## src/rtl/pong_pkg.sv

```systemverilog
// Shared Pong geometry, screen limits and game-state encoding.
// pixel_gen imports this too, so drawn objects line up with the physics here.
package pong_pkg;

    typedef logic [9:0] coord_t;

    localparam coord_t H_PIX     = 10'd640;
    localparam coord_t V_PIX     = 10'd480;
    localparam coord_t BALL_SIZE = 10'd8;
    localparam coord_t WALL_X_R  = 10'd71;
    localparam coord_t PAD_X_L   = 10'd600;
    localparam coord_t PAD_X_R   = 10'd603;
    localparam coord_t PAD_H     = 10'd72;
    localparam coord_t VEL       = 10'd2;
    localparam coord_t SERVE_X   = 10'd320;
    localparam coord_t SERVE_Y   = 10'd240;

    localparam int MISS_FRAMES = 60;
    localparam int MISS_CNT_W  = $clog2(MISS_FRAMES);

    typedef enum logic [1:0] {
        ST_SERVE = 2'd0,
        ST_PLAY  = 2'd1,
        ST_MISS  = 2'd2
    } state_t;

    localparam logic DIR_LEFT  = 1'b0;
    localparam logic DIR_RIGHT = 1'b1;
    localparam logic DIR_UP    = 1'b0;
    localparam logic DIR_DOWN  = 1'b1;

endpackage

```

## src/rtl/bcd_sat_inc.sv

```systemverilog
// Two-digit BCD rally counter: clear wins over enable, increments stick at 99.
// Registered output, one clock from clr_i/en_i to bcd_o; no backpressure.
module bcd_sat_inc (
    input  logic       clk,
    input  logic       rst,
    input  logic       clr_i,
    input  logic       en_i,
    output logic [7:0] bcd_o
);

    logic [7:0] bcd_q;
    logic [7:0] bcd_d;

    always_comb begin
        bcd_d = bcd_q;
        if (clr_i) begin
            bcd_d = 8'h00;
        end else if (en_i && (bcd_q != 8'h99)) begin
            if (bcd_q[3:0] == 4'd9) begin
                bcd_d = {bcd_q[7:4] + 4'd1, 4'd0};
            end else begin
                bcd_d = {bcd_q[7:4], bcd_q[3:0] + 4'd1};
            end
        end
    end

    always_ff @(posedge clk or posedge rst) begin
        if (rst) begin
            bcd_q <= 8'h00;
        end else begin
            bcd_q <= bcd_d;
        end
    end

    assign bcd_o = bcd_q;

endmodule

```

## src/rtl/ball_ctrl.sv

```systemverilog
// Pong ball engine: per-frame ball motion, wall/paddle reversals, rally score, serve/miss FSM.
// Everything advances only on the frame tick in vertical blanking; outputs lag that tick by one clock.
module ball_ctrl
    import pong_pkg::*;
(
    input  logic       clk,
    input  logic       reset,
    input  logic       p_tick,
    input  logic [9:0] x,
    input  logic [9:0] y,
    input  logic [9:0] pad_y_t,
    input  logic       serve,
    output logic [9:0] ball_x,
    output logic [9:0] ball_y,
    output logic [7:0] score,
    output logic       hit,
    output logic       miss,
    output logic [1:0] state
);

    localparam coord_t X_WALL_LIM = WALL_X_R + 10'd1 + VEL;
    localparam coord_t Y_BOT_LIM  = V_PIX - 10'd1 - VEL;
    localparam logic [MISS_CNT_W-1:0] MISS_LAST = MISS_CNT_W'(MISS_FRAMES - 1);

    state_t                state_q, state_d;
    coord_t                bx_q, bx_d;
    coord_t                by_q, by_d;
    logic                  dir_x_q, dir_x_d;
    logic                  dir_y_q, dir_y_d;
    logic [MISS_CNT_W-1:0] miss_cnt_q, miss_cnt_d;
    logic                  hit_q, hit_d;
    logic                  miss_q, miss_d;

    logic   refr_tick;
    coord_t ball_x_end;
    coord_t ball_y_end;
    coord_t pad_y_b;
    logic   dir_x_new;
    logic   dir_y_new;
    logic   pad_contact;
    logic   score_clr;
    logic   score_inc;

    // One cycle per frame: first pixel of the line just below the visible area plus one.
    assign refr_tick  = p_tick && (x == 10'd0) && (y == (V_PIX + 10'd1));
    assign ball_x_end = bx_q + (BALL_SIZE - 10'd1);
    assign ball_y_end = by_q + (BALL_SIZE - 10'd1);
    assign pad_y_b    = pad_y_t + (PAD_H - 10'd1);

    // Wall reversals are decided first; the paddle test then sees the updated x direction.
    always_comb begin
        dir_y_new = dir_y_q;
        if (by_q < VEL) begin
            dir_y_new = DIR_DOWN;
        end else if (ball_y_end > Y_BOT_LIM) begin
            dir_y_new = DIR_UP;
        end

        dir_x_new = dir_x_q;
        if (bx_q < X_WALL_LIM) begin
            dir_x_new = DIR_RIGHT;
        end

        pad_contact = (dir_x_new == DIR_RIGHT) &&
                      (ball_x_end >= PAD_X_L) && (ball_x_end <= PAD_X_R) &&
                      (by_q <= pad_y_b) && (ball_y_end >= pad_y_t);
    end

    always_comb begin
        state_d    = state_q;
        bx_d       = bx_q;
        by_d       = by_q;
        dir_x_d    = dir_x_q;
        dir_y_d    = dir_y_q;
        miss_cnt_d = miss_cnt_q;
        hit_d      = 1'b0;
        miss_d     = 1'b0;
        score_clr  = 1'b0;
        score_inc  = 1'b0;

        case (state_q)
            ST_SERVE: begin
                bx_d    = SERVE_X;
                by_d    = SERVE_Y;
                dir_x_d = DIR_LEFT;
                dir_y_d = DIR_DOWN;
                if (refr_tick && serve) begin
                    state_d   = ST_PLAY;
                    score_clr = 1'b1;
                end
            end

            ST_PLAY: begin
                if (refr_tick) begin
                    dir_y_d = dir_y_new;
                    dir_x_d = dir_x_new;
                    if (!pad_contact && (ball_x_end > PAD_X_R)) begin
                        miss_d     = 1'b1;
                        state_d    = ST_MISS;
                        miss_cnt_d = '0;
                    end else begin
                        if (pad_contact) begin
                            dir_x_d   = DIR_LEFT;
                            hit_d     = 1'b1;
                            score_inc = 1'b1;
                        end
                        bx_d = (dir_x_d == DIR_RIGHT) ? (bx_q + VEL) : (bx_q - VEL);
                        by_d = (dir_y_d == DIR_DOWN)  ? (by_q + VEL) : (by_q - VEL);
                    end
                end
            end

            ST_MISS: begin
                if (refr_tick) begin
                    if (miss_cnt_q == MISS_LAST) begin
                        state_d    = ST_SERVE;
                        bx_d       = SERVE_X;
                        by_d       = SERVE_Y;
                        dir_x_d    = DIR_LEFT;
                        dir_y_d    = DIR_DOWN;
                        miss_cnt_d = '0;
                    end else begin
                        miss_cnt_d = miss_cnt_q + 1'b1;
                    end
                end
            end

            default: begin
                state_d = ST_SERVE;
            end
        endcase
    end

    always_ff @(posedge clk or posedge reset) begin
        if (reset) begin
            state_q    <= ST_SERVE;
            bx_q       <= SERVE_X;
            by_q       <= SERVE_Y;
            dir_x_q    <= DIR_LEFT;
            dir_y_q    <= DIR_DOWN;
            miss_cnt_q <= '0;
            hit_q      <= 1'b0;
            miss_q     <= 1'b0;
        end else begin
            state_q    <= state_d;
            bx_q       <= bx_d;
            by_q       <= by_d;
            dir_x_q    <= dir_x_d;
            dir_y_q    <= dir_y_d;
            miss_cnt_q <= miss_cnt_d;
            hit_q      <= hit_d;
            miss_q     <= miss_d;
        end
    end

    bcd_sat_inc u_score (
        .clk   (clk),
        .rst   (reset),
        .clr_i (score_clr),
        .en_i  (score_inc),
        .bcd_o (score)
    );

    assign ball_x = bx_q;
    assign ball_y = by_q;
    assign hit    = hit_q;
    assign miss   = miss_q;
    assign state  = state_q;

endmodule
```

## config.mk

```make
export PLATFORM = sky130hd
export DESIGN_NAME = ball_ctrl
export DESIGN_NICKNAME = d
export VERILOG_FILES = /design/src/rtl/pong_pkg.sv /design/src/rtl/bcd_sat_inc.sv /design/src/rtl/ball_ctrl.sv
export SDC_FILE = /design/constraint.sdc
export NUM_CORES = 1
export LEC_CHECK = 0
export CORE_UTILIZATION = 50
export CTS_BUF_LIST = sky130_fd_sc_hd__clkbuf_4
export CTS_CLUSTER_SIZE = 14
export DETAILED_ROUTE_END_ITERATION = 8
export PLACE_DENSITY = 0.77
export SYNTH_ARGS = -nofsm -noshare
export SYNTH_HDL_FRONTEND = slang
export SYNTH_SLANG_ARGS = --single-unit
```

## constraint.sdc

```tcl
create_clock -name clk -period 7.03 [get_ports clk]
set_clock_uncertainty 0.1 [all_clocks]
set_input_delay 1.0545 -clock clk [delete_from_list [all_inputs] [get_ports clk]]
set_output_delay 1.0545 -clock clk [all_outputs]
set_load 0.03 [all_outputs]
```

[Word-level counts from Yosys, hierarchy flattened]
Index checks and enable logic that the tools add are counted.
Word-level totals
  register bits after elaboration: 40
  input bits: 34
  logic and storage cells: 112
Cells by class
  reduce and logical (&&, ||, !) cells: 21
  magnitude comparators: 8
  multiplexer cells: 51
  add/subtract/negate cells: 10
  equality and inequality tests: 12
Operators by type and width (count)
  $mux W10: 10
  $pmux W10 S3: 2
  $mux W6: 4
  $mux W8: 3
  $mux W1: 23
  $add A10 B2 Y10 const B: 2
  $add A10 B3 Y10 const B: 2
  $sub A10 B2 Y10 const B: 2
  $ne A2 B2 Y1 const B: 6
  $pmux W6 S2: 1
  $add A10 B7 Y10 const B: 1
  $eq A10 B9 Y1 const B: 1
  $ge A10 B10 Y1: 1
  $ge A10 B10 Y1 const B: 1
  $gt A10 B10 Y1 const B: 1
  $gt A10 B9 Y1 const B: 1
  $le A10 B10 Y1: 1
  $le A10 B10 Y1 const B: 1
  $logic_not A10 Y1: 1
  $lt A10 B2 Y1 const B: 1
  $lt A10 B7 Y1 const B: 1
  $mux W2: 5
  $reduce_and A5 Y1: 2
  $logic_and A1 B1 Y1: 9
  15 further kinds: 20

[Depth between registers and ports, before layout]
  word-level depth: 15
  gate-level depth with buffers: 20

[Cells and area by module]
From an unflattened synthesis, not the netlist that was laid out.
Unflattened totals
  cells, all modules: 419
  area, all modules: 3575.9 um^2
By module, submodules not included
  ball_ctrl: seq. area each 759.5 um^2, instances 1, area an instance 3080.5 um^2, cells an instance 367
  bcd_sat_inc: seq. area each 200.2 um^2, instances 1, area an instance 495.5 um^2, cells an instance 52

[Worst setup path after synthesis]
OpenSTA, ideal clock, no wires.
  path kind: input to register
  start point: input port pad_y_t[0]
  end point: register bx_q[9] (netlist: ball_x[9])
  stages on the path: 20
  arrival: 5457 ps
  setup slack: 1407 ps
  buffers on the path: 0
  cells stage by stage: inv_1 ha_1 a2111oi_0 o21ai_0 xnor2_1 ha_1 nand4_1 nor3_1 a2111oi_0 o21ai_0 o21ai_0 inv_1 fa_1 nor2b_1 o2111ai_1 nand4_1 nand3_1 or4_1 o311a_1 nand2_1
On the way
  cells in the longest elaborated chain, start to end: 12
Ends and longest elaborated chain
  start: declaration: RTL line ball_ctrl.sv:11  | input logic [9:0] pad_y_t,
  $add A10 B7 Y10: RTL line ball_ctrl.sv:48  | assign pad_y_b = pad_y_t + (PAD_H - 10'd1);
  $le A10 B10 Y1: RTL line ball_ctrl.sv:66  | (by_q <= pad_y_b) && (ball_y_end >= pad_y_t);
  $logic_and A1 B1 Y1: RTL line ball_ctrl.sv:65  | (ball_x_end >= PAD_X_L) && (ball_x_end <= PAD_X_R) &&
  $logic_and A1 B1 Y1 (*): RTL line ball_ctrl.sv:66
  $mux W1: RTL line ball_ctrl.sv:102  | if (pad_contact) begin
  $mux W1: RTL line ball_ctrl.sv:97  | if (!pad_contact && (ball_x_end > PAD_X_R)) begin
  $mux W1: RTL line ball_ctrl.sv:94  | if (refr_tick) begin
  $mux W1: RTL line ball_ctrl.sv:81  | case (state_q)
  $mux W10: RTL line ball_ctrl.sv:107  | bx_d = (dir_x_d == DIR_RIGHT) ? (bx_q + VEL) : (bx_q - VEL);
  $mux W10: RTL line ball_ctrl.sv:97
  $mux W10: RTL line ball_ctrl.sv:94
  $pmux W10 S3: RTL line ball_ctrl.sv:81
  end signal: assignment: RTL line ball_ctrl.sv:137  | bx_q <= SERVE_X;
  end signal: assignment: RTL line ball_ctrl.sv:146  | bx_q <= bx_d;
  end: declaration: RTL line ball_ctrl.sv:26  | coord_t bx_q, bx_d;
Every way passes the cells marked *; elsewhere a longest branch is shown, timed or not. The select of a mux whose other input is x is not followed.
A chain may end at the register's enable or synchronous reset.

[Worst setup path in the final report]
Ends and elaborated chain as after synthesis.

==> Flow_metrics.wiki <==
{| class="wikitable"
! Metric !! Value
|-
| Result of the run || complete, no violations
|-
| Height of the chip || 87.2 µm
|-
| Aggregate negative setup slack || 0 ps
|-
| Origin of the critical flop-to-flop path || ball_y[1]
|-
| Pin count of the biggest net entering global routing || 39
|-
| Arr. time, crit path || roughly 6300 ps
|-
| NumNets Final || 570
|-
| Most instantiated flip-flop cell in the synthesis netlist || sky130_fd_sc_hd__dfrtp_1
|-
| Standby leakage power || 1.81 nW
|-
| Count of hold buffers inserted by post-cts repair || 0
|-
| Type of destination of the critical path || register
|-
| Cell count after synthesis || approximately 450
|-
| Async SR Flop Fraction || 1.00
|-
| Count of warnings emitted by yosys || 0
|-
| PnR Total Power || ~0.0004 W
|-
| RSZ-0062 raised after global routing || no
|-
| Routed len/inst || between 15 and 20 µm
|-
| Data required time at the worst endpoint || 7250 ps
|-
| Fraction of layout cells with a size suffix above 1 || 0.0560
|-
| Worst Setup Slack post-DPL || between 600 and 700 ps
|-
| Max-Slew Margin vs Limit || 0.490
|-
| Combined area of the multi-input logic cells || around 2500 µm²
|-
| Count of flip-flops with a built-in enable after synthesis || 0
|-
| Clock tree from TritonCTS || yes
|-
| Via count of the first global-routing pass || between 3000 and 4000
|-
| Starting Density || 0.526
|-
| Maximum clock path buffer count || 2
|-
| Count of pins over their slew limit || 0
|-
| Worst-Margin Slew || between 700 and 800 ps
|-
| GR Util met2 || 0.470
|-
| Library cell used as clock root buffer || sky130_fd_sc_hd__clkbuf_4
|-
| Count of endpoints failing hold in the final timing report || 0
|-
| CP Launch Type || input port
|-
| Detail Route Antenna Nets || 0
|-
| Path type of the worst min-delay path || register to register
|-
| Setup Buffers After CTS || 0
|-
| Highest achievable clock rate || around 0.17 GHz
|-
| # Max-Cap Violations || 0
|-
| Number of levels the H-tree was split into || 2
|-
| Clk Latency, worst-skew pair || roughly 360 ps
|-
| Grt total ovfl || 0
|-
| Met1 global-route usage || 0.332
|-
| Area Growth Syn to Fin || 20.4%
|-
| Final setup violating endpoints || 0
|-
| DRC violation total after the first TritonRoute iteration || about 160
|-
| Placed wire-length estimate || a little over 7000 µm
|-
| IO Pins || 66
|-
| Aggregate global-route resource usage || 0.264
|-
| Mapped Area || approximately 3600 µm²
|-
| Final estimated routing congestion in global placement || between 0.9 and 1
|-
| Synth cell types || 67
|-
| Diodes inserted || 0
|-
| Global-route layer with the greatest usage || met2
|-
| Launch instance of the worst min-delay path || miss_cnt_q[5]
|-
| Floorplan core area || about 7000 µm²
|-
| Number of antenna violations at the first check in global routing || 0
|-
| Overall die area || ~7600 µm²
|-
| VDD IR-drop max || a little over 70 µV
|-
| FF+latch count, synth || 38
|-
| Width of the chip || roughly 87 µm
|-
| WS Path Type || input port to register
|-
| Number of vias per cell after detailed routing || 6.14
|-
| Clock Pin Slew Worst Setup and Hold Paths || approximately 140 ps
|-
| Maximum fanout along the worst path || 4
|-
| Worst path setup slack after routing || between 900 and 1000 ps
|-
| Number of remaining DRC errors || 0
|-
| Routed via count || between 3000 and 4000
|-
| Number of buffers added by the clock tree synthesis step || 5
|-
| Worst Setup SP || pad_y_t[0]
|-
| Final Routed Wirelength || approximately 9400 µm
|-
| Filler Cells Inserted || 612
|-
| Met3 track demand over resource || 0.0417
|-
| Post-route minimum period || ~6000 ps
|-
| Sequential cell area in the final layout || approximately 960 µm²
|-
| Average cell area after synthesis || just over 8 µm²
|-
| Sink Count || 38
|-
| Post-route clock period utilization || 0.860
|-
| Global-route wire length before repair || about 16000 µm
|-
| First drt pass iteration count || 5
|-
| Number of I/O port buffers || 63
|-
| Pwr/cell area || 89.3 nW/µm²
|-
| Cells resized by post-CTS repair || 0
|-
| Std-Cell Rows || 30
|-
| Fraction of the yosys area taken by sequential cells || 0.264
|}
-- final timing paths --
kind                                       to  slack, ps  cells past startpoint
worst min register to register  miss_cnt_q[5]        400                      1
worst max register to register      ball_x[9]       2030                     20
max in group asynchronous             dir_y_q       5450                      3
worst min-delay path            miss_cnt_q[5]        400                      1
min in group asynchronous           ball_x[4]        990                      3
worst max-delay path                ball_x[9]        990                     21
-- synthesized netlist by cell type, drive strengths merged, types with 3 or more instances --
cell	n	share of area
inv	32	0.033
nand4	11	0.019
o31ai	9	0.019
xor2	5	0.012
nor4	4	0.0069
xnor2	17	0.041
or2	4	0.0069
nand4b	4	0.0096
clkbuf	10	0.010
nor4b	6	0.014
a2111oi	4	0.0096
o21ai	26	0.036
mux2i	6	0.017
dfstp	7	0.051
o21a	10	0.021
buf	10	0.014
or3	10	0.017
nand2b	4	0.0069
nand3	25	0.034
or4	3	0.0062
nor3	17	0.023
nor2	33	0.034
ha	36	0.12
dfrtp	31	0.21
a21o	5	0.010
nor2b	6	0.010
a211oi	3	0.0062
a21oi	14	0.019
nor3b	3	0.0076
o211ai	4	0.0083
nand3b	5	0.010
a32oi	3	0.0093
a31oi	4	0.0069
nand2	37	0.038
-- layout by cell type, fill, tap and decap left out, types with 5 or more instances in the layout --
cell,synthesis,layout
sky130_fd_sc_hd__nor3_1,17,17
sky130_fd_sc_hd__dfrtp_1,31,31
sky130_fd_sc_hd__or3_1,10,10
sky130_fd_sc_hd__nand4_1,11,11
sky130_fd_sc_hd__mux2i_1,6,6
sky130_fd_sc_hd__o21a_1,10,10
sky130_fd_sc_hd__a21oi_1,14,14
sky130_fd_sc_hd__clkbuf_4,0,6
sky130_fd_sc_hd__a21o_1,5,5
sky130_fd_sc_hd__nor2_1,33,33
sky130_fd_sc_hd__nand2_1,37,37
sky130_fd_sc_hd__xor2_1,5,5
sky130_fd_sc_hd__nand3_1,25,25
sky130_fd_sc_hd__ha_1,36,36
sky130_fd_sc_hd__o21ai_0,25,25
sky130_fd_sc_hd__dfstp_2,7,7
sky130_fd_sc_hd__nor4b_1,6,6
sky130_fd_sc_hd__inv_1,32,32
sky130_fd_sc_hd__nor2b_1,6,6
sky130_fd_sc_hd__clkdlybuf4s50_1,0,63
sky130_fd_sc_hd__xnor2_1,17,17
sky130_fd_sc_hd__nand3b_1,5,5
sky130_fd_sc_hd__o31ai_1,9,9
-- stage by stage --
stage / hold slack (ps) / cells / area (µm²) / utilization
floorplan: 357 / 446 / 3630 / -
global placement: 392 / 588 / 4320 / 0.625
detailed placement: 382 / 588 / 4320 / 0.625
CTS: 402 / 596 / 4370 / 0.633
global route: 451 / 596 / 4370 / 0.633
finish: 403 / 596 / 4370 / 0.633
-- flip-flops by register name (all words and copies together) (netlist names), 2 cells and up --
name,flops
ball_x,9
ball_y,9
miss_cnt_q,6
state,2
u_score.bcd_o,8
-- cells by family after synthesis --
kind of cell,Yosys count,share of synthesized area
simple gates,179,0.264
compound gates,109,0.211
buf+inv,52,0.0579
flops,38,0.264
fa+ha+maj,37,0.130
xor+xnor,22,0.0531
mux,7,0.0196
other cells,1,0.00103
-- critical path: stages --
cell,delay (ps)
sky130_fd_sc_hd__clkdlybuf4s50_1,490
sky130_fd_sc_hd__inv_1,60
sky130_fd_sc_hd__ha_1,230
sky130_fd_sc_hd__a2111oi_0,600
sky130_fd_sc_hd__o21ai_0,200
sky130_fd_sc_hd__xnor2_1,170
sky130_fd_sc_hd__ha_1,300
sky130_fd_sc_hd__nand4_1,140
sky130_fd_sc_hd__nor3_1,70
sky130_fd_sc_hd__a2111oi_0,590
sky130_fd_sc_hd__o21ai_0,240
sky130_fd_sc_hd__o21ai_0,370
sky130_fd_sc_hd__inv_1,100
sky130_fd_sc_hd__fa_1,400
sky130_fd_sc_hd__nor2b_1,220
sky130_fd_sc_hd__o2111ai_1,160
sky130_fd_sc_hd__nand4_1,170
sky130_fd_sc_hd__nand3_1,80
sky130_fd_sc_hd__or4_1,430
sky130_fd_sc_hd__o311a_1,150
sky130_fd_sc_hd__nand2_1,60
-- final cells by class --
type                    count  share of cell area
multi-input cells         356               0.564
flip-flops and latches     38               0.220
clock buffers               6              0.0103
inverters                  32              0.0275
repair buffers             66               0.149
well taps                  96              0.0275
clock inverters             2             0.00200
-- power breakdown --
part	internal (W)	switching [W]
logic	0.0000276	0.0000237
clock network	0.0000416	0.0000789
registers	0.000219	0.0000000134
total	0.000288	0.000103
-- metal layers --
| layer | wire length, µm | vias up |
|---|---|---|
| met5 | 0 | - |
| met4 | 98 | 0 |
| met3 | 459 | 13 |
| met2 | 4750 | 106 |
| met1 | 4130 | 1791 |
| li1 | - | 1749 |
Note: power is estimated with default switching activity, not from simulation.
